--- src/rtl/vga_sync_gen.sv ---
// 640x480@60 VGA timing generator: pixel-rate divider, raster counters, visible-area
// decode and a registered pin stage that delays syncs and colour by one pixel together.
module vga_sync_gen #(
  parameter int CLK_DIV  = 4,
  parameter int H_SYNC   = 96,
  parameter int H_BP     = 48,
  parameter int H_ACTIVE = 640,
  parameter int H_FP     = 16,
  parameter int V_SYNC   = 2,
  parameter int V_BP     = 33,
  parameter int V_ACTIVE = 480,
  parameter int V_FP     = 10
) (
  input  logic        clk,
  input  logic        rst,
  input  logic [11:0] rgb_in,
  output logic [9:0]  hCount,
  output logic [9:0]  vCount,
  output logic        bright,
  output logic        pix_en,
  output logic        frame_tick,
  output logic        hSync,
  output logic        vSync,
  output logic [3:0]  vga_r,
  output logic [3:0]  vga_g,
  output logic [3:0]  vga_b
);

  localparam int H_TOTAL = H_SYNC + H_BP + H_ACTIVE + H_FP;
  localparam int V_TOTAL = V_SYNC + V_BP + V_ACTIVE + V_FP;
  localparam int H_START = H_SYNC + H_BP;
  localparam int V_START = V_SYNC + V_BP;
  localparam int DIV_W   = (CLK_DIV > 1) ? $clog2(CLK_DIV) : 1;

  localparam logic [DIV_W-1:0] DIV_LAST = DIV_W'(CLK_DIV - 1);
  localparam logic [9:0] H_LAST   = 10'(H_TOTAL - 1);
  localparam logic [9:0] V_LAST   = 10'(V_TOTAL - 1);
  localparam logic [9:0] H_ACT_LO = 10'(H_START);
  localparam logic [9:0] H_ACT_HI = 10'(H_START + H_ACTIVE - 1);
  localparam logic [9:0] V_ACT_LO = 10'(V_START);
  localparam logic [9:0] V_ACT_HI = 10'(V_START + V_ACTIVE - 1);
  localparam logic [9:0] H_SYNC_W = 10'(H_SYNC);
  localparam logic [9:0] V_SYNC_W = 10'(V_SYNC);

  logic [DIV_W-1:0] div_q, div_d;
  logic [9:0]       h_q, h_d;
  logic [9:0]       v_q, v_d;
  logic             hsync_q, hsync_d;
  logic             vsync_q, vsync_d;
  logic [11:0]      rgb_q, rgb_d;

  logic h_last, v_last, hs_raw, vs_raw, pix_en_w, bright_w;

  assign pix_en_w = (div_q == DIV_LAST);
  assign h_last   = (h_q == H_LAST);
  assign v_last   = (v_q == V_LAST);
  assign bright_w = (h_q >= H_ACT_LO) && (h_q <= H_ACT_HI) &&
                    (v_q >= V_ACT_LO) && (v_q <= V_ACT_HI);
  assign hs_raw   = (h_q < H_SYNC_W);
  assign vs_raw   = (v_q < V_SYNC_W);

  // Divider free-runs; with CLK_DIV=1 it sits at 0 and the strobe is constant.
  always_comb begin
    div_d = div_q + 1'b1;
    if (pix_en_w) div_d = '0;
  end

  always_comb begin
    h_d = h_q;
    v_d = v_q;
    if (pix_en_w) begin
      if (h_last) begin
        h_d = '0;
        v_d = v_last ? '0 : v_q + 10'd1;
      end else begin
        h_d = h_q + 10'd1;
      end
    end
  end

  // Pin stage: syncs and colour see the same one-pixel delay.
  always_comb begin
    hsync_d = hsync_q;
    vsync_d = vsync_q;
    rgb_d   = rgb_q;
    if (pix_en_w) begin
      hsync_d = ~hs_raw;
      vsync_d = ~vs_raw;
      rgb_d   = bright_w ? rgb_in : 12'h000;
    end
  end

  always_ff @(posedge clk or posedge rst) begin
    if (rst) begin
      div_q   <= '0;
      h_q     <= '0;
      v_q     <= '0;
      hsync_q <= 1'b1;
      vsync_q <= 1'b1;
      rgb_q   <= '0;
    end else begin
      div_q   <= div_d;
      h_q     <= h_d;
      v_q     <= v_d;
      hsync_q <= hsync_d;
      vsync_q <= vsync_d;
      rgb_q   <= rgb_d;
    end
  end

  assign hCount     = h_q;
  assign vCount     = v_q;
  assign bright     = bright_w;
  assign pix_en     = pix_en_w;
  assign frame_tick = pix_en_w & h_last & v_last;
  assign hSync      = hsync_q;
  assign vSync      = vsync_q;
  assign vga_r      = rgb_q[11:8];
  assign vga_g      = rgb_q[7:4];
  assign vga_b      = rgb_q[3:0];

endmodule

--- config.mk ---
export PLATFORM = sky130hd
export DESIGN_NAME = vga_sync_gen
export DESIGN_NICKNAME = d
export VERILOG_FILES = /design/src/rtl/vga_sync_gen.sv
export SDC_FILE = /design/constraint.sdc
export NUM_CORES = 1
export LEC_CHECK = 0
export ABC_AREA = 1
export BUFFER_PORTS_ARGS = -buffer_cell sky130_fd_sc_hd__buf_4
export CAP_MARGIN = 40
export CORE_MARGIN = 10
export CORE_UTILIZATION = 48
export DETAILED_ROUTE_END_ITERATION = 10
export PLACE_DENSITY = 0.75
export SYNTH_ARGS = -nofsm -noshare
export SYNTH_HDL_FRONTEND = slang
export SYNTH_SLANG_ARGS = --single-unit
--- constraint.sdc ---
create_clock -name clk -period 1.31 [get_ports clk]
set_input_delay 0 -clock clk [delete_from_list [all_inputs] [get_ports clk]]
set_output_delay 0 -clock clk [all_outputs]
set_load 0.05 [all_outputs]
# After elaboration in Yosys (flattened, before gate mapping)
# Cells that the tools add are included.
classes:
  addsub: 3
  n_lt_le_gt_ge: 6
  eq_ne: 3
  n_mux: 4
  n_bitwise: 4
  n_reduce_logical: 4
op_table:
  columns: ["cell", "count"]
  rows:
  - ["$add A10 B1 Y10 const B", 2]
  - ["$eq A10 B10 Y1 const B", 2]
  - ["$le A10 B10 Y1 const B", 2]
  - ["$mux W10", 2]
  - ["$mux W12", 1]
  - ["$ge A10 B6 Y1 const B", 1]
  - ["$ge A10 B8 Y1 const B", 1]
  - ["$lt A10 B2 Y1 const B", 1]
  - ["$lt A10 B7 Y1 const B", 1]
  - ["$logic_and A1 B1 Y1", 3]
  - ["$add A2 B1 Y2 const B", 1]
  - ["$and A1 B1 Y1", 2]
  - ["$eq A2 B2 Y1 const B", 1]
  - ["$mux W2", 1]
  - ["$not A1 Y1", 2]
  - ["$reduce_and A2 Y1", 1]
totals:
  regBits: 36
  input_bits: 14
  output_inout_bits: 37
  wordCells: 30

# Longest topological paths before layout
# Gate-level depths: netlist of the first run.
logic_depth:
  depth_word: 5
  depth_mapped: 8
  ltp_nobuf: 8

# Worst setup path after synthesis of the first run
# OpenSTA, ideal clock, no wires.
synth_timing:
  kind: "register to output"
  start: "reg h_q[0], in the netlist hCount[0]"
  end: "out frame_tick"
  t_arrival_ns: 2.042
  required_ns: 1.310
  setup_slack_ns: -0.732
  stages_incl_launch_ff: 6
  n_path_buf: 0
  path_cell_list: "dfrtp_1 > ha_1 > inv_1 > nor2_8 > nand4_1 > nor2_1"
synth_via:
  elab_chain_cells: 3
synth_rtl:
  columns: ["element", "line_no", "text"]
  rows:
  - ["start: declaration", "46", "logic [9:0] h_q, h_d;"]
  - ["start signal: assignment", "96", "h_q <= '0;"]
  - ["start signal: assignment", "103", "h_q <= h_d;"]
  - ["$eq A10 B10 Y1", "55", "assign h_last = (h_q == H_LAST);"]
  - ["$and A1 B1 Y1 (2 in series)", "115", "assign frame_tick = pix_en_w & h_last & v_last;"]
  - ["end: declaration", "21", "output logic frame_tick,"]
# Every way passes these cells.

# Worst setup path in the final report of the first run
layout_timing:
  start: "reg v_q[4], in the netlist vCount[4]"
  end: "out bright"
layout_via:
  elab_chain_cells: 3
  elab_cells_between_ends: 4
layout_rtl:
  columns: ["element", "line_no", "text"]
  rows:
  - ["start: declaration", "47", "logic [9:0] v_q, v_d;"]
  - ["start signal: assignment", "104", "v_q <= v_d;"]
  - ["$ge A10 B6 Y1", "58", "(v_q >= V_ACT_LO) && (v_q <= V_ACT_HI);"]
  - ["$logic_and A1 B1 Y1", "57", "assign bright_w = (h_q >= H_ACT_LO) && (h_q <= H_ACT_HI) &&"]
  - ["$logic_and A1 B1 Y1 *", "58", null]
  - ["end: declaration", "19", "output logic bright,"]
# Mark *: on every way between the ends. The rest lies on a longest branch, timed or not.

==> results of run 1 <==
-- cell type report --
class	instances	area, um^2
flip-flops and latches	36	928
multi-input cells	191	1290
inverters	38	158
clock buffers	7	96.3
repair buffers	117	1000
clock inverters	1	30.0
fillers	248	785
well taps	52	65.1
-- worst reg2reg max path, stage by stage (launching register included) --
cell and delay [ps]:
dfrtp_2 450, ha_4 180, nor2_2 110, nand2_1 110, a21oi_2 200, nor2_4 50
buf_4 150, buf_12 150, nand3_2 50, nand2_1 60
-- through the flow --
| step | power [uW] | cell area, um^2 | utilization (%) | cells |
|---|---|---|---|---|
| 2_1_floorplan | 1150 | 2260 | - | 273 |
| 3_3_place_gp | 1190 | 2950 | 67.6 | 405 |
| 3_5_place_dp | 1190 | 2950 | 67.6 | 405 |
| 4_1_cts | 2270 | 3320 | 76.3 | 434 |
| 5_1_grt | 2340 | 3570 | 82.0 | 442 |
| 6_report | 2290 | 3570 | 82.0 | 442 |
-- cell families (layout without fill, tap and decap cells) --
| family | after synthesis | count (layout) | synth area share [%] |
|---|---|---|---|
| buffers and inverters | 46 | 163 | 9.41 |
| XOR/XNOR | 7 | 7 | 2.85 |
| AND/OR/NAND/NOR | 161 | 161 | 37.4 |
| flip-flops | 36 | 36 | 42.0 |
| AO/OA/AOI/OAI | 17 | 17 | 4.94 |
| adder cells (fa/ha/maj) | 6 | 6 | 3.49 |
-- layer usage --
layer / up-vias / wire length, um / GRT usage, %
met5: - / 0 / 0
met4: 0 / 355 / 6.04
met3: 44 / 657 / 5.24
met2: 125 / 3750 / 29.3
met1: 1120 / 2950 / 21.1
li1: 1095 / - / -
-- path summary, 6_finish.rpt --
check                                       from                     to
max                        vCount[4]$_DFFE_PP0P_                 bright
min                                    rgb_in[8]   rgb_q[8]$_DFFE_PP0P_
max reg2reg                vCount[0]$_DFFE_PP0P_  rgb_q[10]$_DFFE_PP0P_
min reg2reg                 rgb_q[8]$_DFFE_PP0P_   rgb_q[8]$_DFFE_PP0P_
max in group asynchronous                    rst  hCount[5]$_DFFE_PP0P_
min in group asynchronous                    rst   rgb_q[3]$_DFFE_PP0P_
-- registers in the layout, indices dropped and copies added (netlist names) --
signal / flops
hCount: 10
rgb_q: 12
div_q: 2
hSync: 1
vSync: 1
vCount: 10
-- power by group through the flow --
stage	clock network [uW]	registers, uW	logic (uW)
CTS	1110	1110	58.4
finish	1120	1110	57.4
detailed placement	0	1130	55.9
floorplan	0	1130	16.3
global route	1170	1110	63.3
global placement	0	1130	54.8
-- repair_timing --
item / 4_1_cts / 5_1_grt
pin swaps: 16 / 31
hold endpoints to repair: 34 / 0
endpoints found under the setup margin: 25 / 36
gates cloned: 0 / 0
hold buffers: 1 / 0
gates resized for setup: 27 / 41
buffers inserted: 20 / 13
-- synthesized netlist by cell type --
master | n | share of area, %
nand2_1 | 82 | 14
inv_1 | 37 | 6.4
dfrtp_1 | 34 | 40
nor2_1 | 21 | 3.7
nand3_1 | 19 | 4.4
nand3_2 | 11 | 5.1
nand4_1 | 9 | 2.6
o21ai_0 | 7 | 1.6
ha_1 | 6 | 3.5
xor2_1 | 5 | 2.0
nor2_4 | 4 | 2.1
nor3_1 | 4 | 0.93
buf_6 | 3 | 1.6
clkbuf_1 | 3 | 0.52
nor2_2 | 3 | 0.87
o21ai_1 | 3 | 0.70
o21ai_2 | 3 | 1.2
dfstp_2 | 2 | 2.4
nand2_2 | 2 | 0.58
nand3b_1 | 2 | 0.70
xnor2_1 | 2 | 0.81
a21oi_1 | 1 | 0.23
a21oi_2 | 1 | 0.41
a41oi_1 | 1 | 0.41
and2_1 | 1 | 0.29
buf_2 | 1 | 0.23
buf_4 | 1 | 0.35
inv_4 | 1 | 0.29
nand4_2 | 1 | 0.58
nor2_8 | 1 | 0.93
o21bai_1 | 1 | 0.35
or2_2 | 1 | 0.29
==> results_dict.tcl, run 1 <==
set metrics [dict create \
    run_status "finished, violations left" \
    violations "setup timing" \
    drc_errors 0 \
    min_path_type "in -> reg" \
    grt_pass1_wl_mm 10.9 \
    skew_ps 11.1 \
    mostFrequentLayoutCell "buf_4" \
    clk_path_buf_depth 2 \
    boundaryPins 51 \
    cp.depth 5 \
    power.share.sequential_pct 48.5 \
    tns_ps -7030 \
    wl_mm 7.71 \
    power_frac_clock_pct 49.0 \
    drv_slew 0 \
    grt-ovfl-total 0 \
    synth_nets 293 \
    critPathKind "reg -> out" \
    hold_viol 0 \
    seq_area_frac_synth_pct 42.0 \
    area_delta_synth_final_pct 65.8 \
    fmax_mhz 596 \
    rows 24 \
    worstSetupStartpointType "register" \
    reg2reg_slack_ps -290 \
    antenna_found_initial 0 \
    grt_pass1_vias 2332 \
    cpPeakStageDelay_ps 470 \
    first_pass_iters 4 \
    grt_max_degree 37 \
    die_h_um 87.0 \
    worst_slack_ps -368 \
    ys_types 32 \
    cts_sinks 36 \
    cp_top_family "simple AND/OR/NAND/NOR gates" \
    period_minus_slack_ps 1680 \
    via_per_inst 5.39 \
    setup_viol 31 \
    clk_pin_slew_worst_paths_ps 80 \
    crit_slowest_cell "dfrtp_2" \
    synthesis.area_um2 2150 \
    synth_area_per_cell_um2 7.89 \
    clkLatencyLatePin_ps 310 \
    cp_data_arrival_time_ps 1680 \
    hpwl_mm 4.43 \
    start_util_pct 49.5 \
    switching_share_pct 20.9 \
    ir_drop_uv 808 \
    crit_chain "nor2_4, nand3_1, o21ai_2, and2_4, buf_8" \
    pre_cts_ws_ps -81.0 \
    internal-power_uw 1810 \
    fin_nets 409 \
    slew_headroom_pct 68.0 \
    synthCells 273 \
    most-common-layout-cells "94 x buf_4, 74 x nand2_1, 30 x inv_1" \
    cts.htree.levels 2 \
    via_count 2384 \
    routabilityCongestion 0.848 \
    leakage_uw 0.00181 \
    drt_iter0_markers 208 \
    drive_above_1_share_pct 55.9 \
    wl_per_cell_um 17.4 \
    worst_pin_slew_ps 480 \
    antenna-diode-count 0 \
    yosysWarningCount 0 \
    hold_depth 5 \
    combPwrFrac_pct 2.5 \
    cts_tree "yes" \
    power_density_nw_per_um2 641 \
    power.switching_uw 478 \
    dieArea_um2 7570 \
    min_period_over_period_pct 128 \
    ff2ff_path_depth 9 \
    timing.hold.ws_ps 17.4 \
    cts_root_buf "clkbuf_8" \
    core_area_um2 4350 \
    required_ps 1310 \
    die_x_um 87.0 \
    cap_violations 0 \
    cp-end-kind "output pin" \
    cp_max_fo 5 \
    ys_ff_latch 36 \
    grt.total_usage_pct 17.6 \
    rsz0062_at_grt "true" \
    cts_buffers 5 \
    critical_path_buf_inv_count 1 \
    ant_nets 0 \
    port_buffers 50 \
]
No activity file was read; power rests on OpenSTA's default activity.
==> run 2, diff against run 1 <==
==> constraint.sdc (replaced) <==
create_clock -name clk -period 1.31 [get_ports clk]
set_input_delay 0.131 -clock clk [delete_from_list [all_inputs] [get_ports clk]]
set_output_delay 0.131 -clock clk [all_outputs]
set_load 0.05 [all_outputs]
==> run 2 against run 1 <==
Against the previous run: the run still ends with setup timing left; sequential share of layout area grew 1.0 points; non-clock buffer count is 4 lower; hold slack improved by 130 ps; highest routed layer unchanged; die area did not move; clock skew down 4.3 ps; final cell count decreased by 0.90%; critical path depth rose by 2; utilization down 3.1 points; setup slack worse by 91 ps; flip-flop and latch count did not move; clock power decreased by 9%.
==> results_dict.tcl, run 2 (same netlist as run 1, synthesis figures left out) <==
set metrics [dict create \
    run_status "finished, violations left" \
    violations "setup timing" \
    tns_ps -5150 \
    first_pass_iters 4 \
    leakage_uw 0.00179 \
    drc_errors 0 \
    fin_nets 405 \
    worst_slack_ps -460 \
    cp_data_arrival_time_ps 1640 \
    cts.htree.levels 2 \
    drt_iter0_markers 157 \
    min_period_over_period_pct 135 \
    core_area_um2 4350 \
    boundaryPins 51 \
    ant_nets 0 \
    skew_ps 6.86 \
    critPathKind "reg -> out" \
    area_delta_synth_final_pct 59.5 \
    hold_viol 0 \
    required_ps 1180 \
    cap_violations 0 \
    dieArea_um2 7570 \
    antenna_found_initial 0 \
    port_buffers 50 \
    dp_cells 410 \
    die_x_um 87.0 \
    wl_mm 6.41 \
    fillCellCount 278 \
    period_minus_slack_ps 1770 \
    wl_per_cell_um 14.6 \
    power_density_nw_per_um2 637 \
    crit_chain "inv_2, buf_4, ha_1, o21ai_2, o21ai_2, and2_4, buf_8" \
    hpwl_mm 4.41 \
    pre_cts_ws_ps -153 \
    timing.hold.ws_ps 144 \
    drive_above_1_share_pct 53.1 \
    cts_root_buf "clkbuf_8" \
    setup_viol 32 \
    cts_buffers 5 \
    worst_pin_slew_ps 254 \
    largest_register "rgb_q" \
    grt_pass1_wl_mm 9.77 \
    ir_drop_uv 460 \
    drv_slew 0 \
    cp_max_fo 3 \
    worstSetupStartpointType "register" \
    grt-ovfl-total 0 \
    most-common-layout-cells "94 x buf_4, 71 x nand2_1, 32 x inv_1" \
    p_total_uw 2190 \
    die_h_um 87.0 \
    via_per_inst 5.13 \
    min_path_type "in -> reg" \
    clk_pin_slew_worst_paths_ps 80 \
    clk_path_buf_depth 2 \
    fin_cells 438 \
    cpPeakStageDelay_ps 440 \
    clkLatencyLatePin_ps 300 \
    grt_max_degree 37 \
    largest_reg_flops 12 \
    slew_headroom_pct 83.0 \
    crit_slowest_cell "dfrtp_2" \
    fmax_mhz 565 \
    via_count 2246 \
    start_util_pct 49.5 \
    critical_path.most_common_cell "o21ai_2" \
    cts_sinks 36 \
    routabilityCongestion 0.856 \
    grt.total_usage_pct 15.9 \
    antenna-diode-count 0 \
    cts_tree "yes" \
    mostFrequentLayoutCell "buf_4" \
    grt_pass1_vias 2081 \
    rows 24 \
    cp-end-kind "output pin" \
    rsz0062_at_grt "true" \
]
run 2: cell types whose count changed in the layout (fill, tap and decap cells not counted), sizes merged:
cell / delta
buf: -4
clkbuf: -2
clkinv: +2
run 2: area by class of cell:
class                      instances  area (um^2)  share of cell area [%]
inverter                          38          154                    4.48
clock inverter                     3         42.5                    1.24
multi-input combinational        191         1220                    35.6
sequential                        36          928                    27.0
clock buffer                       5         68.8                    2.00
tap                               52         65.1                    1.89
timing repair buffer             113          952                    27.7
run 2: stage by stage:
stage | instance area, um^2 | utilization (%)
5_1_grt | 3430 | 78.9
3_5_place_dp | 2960 | 68.0
4_1_cts | 3180 | 73.1
2_1_floorplan | 2250 | -
3_3_place_gp | 2960 | 68.0
6_report | 3430 | 78.9
run 2: final timing paths:
path | start | end | slack, ps | cells past startpoint
worst max-delay path | vCount[0]$_DFFE_PP0P_ | bright | -460 | 7
worst min-delay path | rgb_in[8] | rgb_q[8]$_DFFE_PP0P_ | 140 | 5
worst max register to register | hCount[0]$_DFFE_PP0P_ | vCount[0]$_DFFE_PP0P_ | -320 | 10
worst min register to register | rgb_q[4]$_DFFE_PP0P_ | rgb_q[4]$_DFFE_PP0P_ | 480 | 2
max in group asynchronous | rst | hSync$_DFFE_PP1P_ | 590 | 4
min in group asynchronous | rst | rgb_q[10]$_DFFE_PP0P_ | 460 | 4
run 2: critical path, delay by kind of cell (launching register included):
| family | cells | cell delay (ps) |
|---|---|---|
| AOI/OAI and AO/OA | 2 | 220 |
| adders and majority gates | 1 | 150 |
| DFF | 1 | 440 |
| buffers and inverters | 3 | 360 |
| and+or+nand+nor | 1 | 180 |
run 2: routing by layer:
layer  global-route usage (%)  wire length, um  vias up
li1                         -                -     1087
met1                     18.5             2560     1080
met2                     26.8             3330       68
met3                     5.24              412       11
met4                     5.01              104        0
met5                        0                0        -
run 2: power breakdown:
part / leakage (uW) / switching (uW) / internal [uW]
Clock: 0.0000541 / 453 / 564
Combinational: 0.00128 / 28.9 / 32.3
Sequential: 0.000451 / 0 / 1110
Total: 0.00179 / 482 / 1710
run 2: repair_timing:
item	CTS	global route
pin swaps	5	24
setup endpoints to repair	25	32
setup buffers	6	17
endpoints found under the hold margin	34	0
gates cloned	0	0
hold buffers	1	0
resized for setup	20	43
==> run 3, diff against run 2 <==
- CORE_UTILIZATION: 48 -> 53
- PLACE_DENSITY: 0.75 -> 0.79
- clock period: 1.31 -> 2 ns (I/O delays scaled with it)
==> run 3 against run 2 <==
Against the previous run: the flow now finishes without violations; final area shrank 20%; final cell count shrank 12%; hold slack lost 130 ps; setup slack gained 570 ps; clock skew grew 2.8 ps; critical endpoint is now frame_tick; largest cell class unchanged.
==> results_dict.tcl, run 3 (same netlist as run 1, synthesis figures left out) <==
set metrics [dict create \
    power.switching_uw 283 \
    clkLatencyLatePin_ps 300 \
    cap_violations 0 \
    grt_pass1_wl_mm 9.05 \
    hold_viol 0 \
    routabilityCongestion 0.908 \
    largest_reg_flops 12 \
    fmax_mhz 530 \
    hpwl_mm 4.06 \
    area_delta_synth_final_pct 27.7 \
    min_period_over_period_pct 94.4 \
    port_buffers 50 \
    cts_tree "yes" \
    cp_data_arrival_time_ps 1690 \
    grt_pass1_vias 1919 \
    dieArea_um2 7010 \
    largest_register "rgb_q" \
    internal-power_uw 1110 \
    tns_ps 0 \
    via_per_inst 5.09 \
    cts_root_buf "clkbuf_8" \
    p_total_uw 1400 \
    drt_iter0_markers 99 \
    most-common-layout-cells "82 x nand2_1, 63 x buf_4, 35 x inv_1" \
    first_pass_iters 7 \
    slew_headroom_pct 69.5 \
    min_path_type "in -> async" \
    grt-ovfl-total 0 \
    cts_sinks 36 \
    antenna-diode-count 0 \
    leakage_uw 0.00146 \
    skew_ps 9.62 \
    power.share.sequential_pct 52.1 \
    rr_startpoint "hCount[1]$_DFFE_PP0P_" \
    drc_errors 0 \
    power_density_nw_per_um2 508 \
    grt_max_degree 37 \
    critPathKind "reg -> out" \
    fillCellCount 340 \
    ir_drop_uv 394 \
    clk_path_buf_depth 2 \
    power_frac_clock_pct 45.4 \
    core_area_um2 3970 \
    cp-end-kind "output pin" \
    mostFrequentLayoutCell "nand2_1" \
    wl_per_cell_um 13.8 \
    rows 23 \
    fin_nets 355 \
    wl_mm 5.32 \
    grt.total_usage_pct 15.3 \
    run_status "completed" \
    die_x_um 83.7 \
    switching_share_pct 20.3 \
    cts_buffers 5 \
    cp_max_fo 7 \
    required_ps 1800 \
    rsz0062_at_grt "false" \
    setup_viol 0 \
    antenna_found_initial 0 \
    drive_above_1_share_pct 31.5 \
    die_h_um 83.7 \
    worst_pin_slew_ps 458 \
    drv_slew 0 \
    clk_pin_slew_worst_paths_ps 80 \
    worstSetupStartpointType "register" \
    cts.htree.levels 2 \
    start_util_pct 54.2 \
    combPwrFrac_pct 2.5 \
    ant_nets 0 \
    startpoint "hCount[1]$_DFFE_PP0P_" \
    period_minus_slack_ps 1890 \
    boundaryPins 51 \
    via_count 1964 \
]
==> run 3: cell count changes in the layout (fill, tap and decap cells not counted), sizes merged <==
cell and change:
inv +2, buf -49, clkinv -1, dlygate4sd3 -1
clkbuf +1, clkinvlp -2
==> run 3: power groups by stage <==
stage                     sequential, uW  combinational [uW]  clock [uW]
after floorplan                      742                10.7           0
after global placement               742                35.6           0
after detailed placement             742                36.1           0
after CTS                            728                36.2         643
after global routing                 727                39.0         682
final                                728                34.9         635
==> run 3: metal layers <==
| layer | GRT usage, % | wire (um) | up-vias |
|---|---|---|---|
| li1 | - | - | 979 |
| met1 | 17.5 | 2160 | 912 |
| met2 | 26.1 | 2700 | 64 |
| met3 | 4.98 | 361 | 9 |
| met4 | 5.18 | 102 | 0 |
| met5 | 0 | 0 | - |
==> run 3: stage by stage <==
stage / setup WS [ps] / utilization, % / cell area, um^2 / hold WS (ps) / std cells
after floorplan: 73.3 / - / 2160 / 366 / 273
after global placement: 255 / 66.1 / 2620 / 343 / 376
after detailed placement: 193 / 66.1 / 2620 / 348 / 376
after CTS: 42.6 / 69.0 / 2740 / 32.0 / 385
after global routing: 4.19 / 69.3 / 2750 / 47.3 / 386
final: 113 / 69.3 / 2750 / 15.3 / 386
==> run 3: worst paths after layout <==
check                      slack, ps               endpoint  depth (start not counted)
min reg2reg                      420     div_q[0]$_DFF_PP0_                          1
min in group clk                 210   rgb_q[1]$_DFFE_PP0P_                          5
max in group asynchronous       1630      hSync$_DFFE_PP1P_                          3
max reg2reg                      310  vCount[7]$_DFFE_PP0P_                          8
min                               20   rgb_q[0]$_DFFE_PP0P_                          3
max                              110             frame_tick                          6
==> run 3: layout make-up <==
cell class / count / area, um^2 / share of cell area [%]
multi-input cells: 191 / 1050 / 38.4
flip-flops and latches: 36 / 907 / 33.0
repair buffers: 63 / 473 / 17.2
inverters: 38 / 145 / 5.28
clock buffers: 6 / 72.6 / 2.64
well taps: 50 / 62.6 / 2.27
clock inverters: 2 / 35.0 / 1.27
==> run 3: critical path, stage by stage (launching register included) <==
cell and delay [ps]:
dfrtp_1 410, ha_1 180, inv_1 90, nor2_8 170
nand4_1 200, nor2_4 130, buf_4 200
==> run 3: timing repair <==
action                     in CTS  in global routing
pin swaps                       1                  0
hold buffers                    0                  0
resized for setup               0                  5
setup buffers                   1                  1
setup endpoints to repair       1                  1
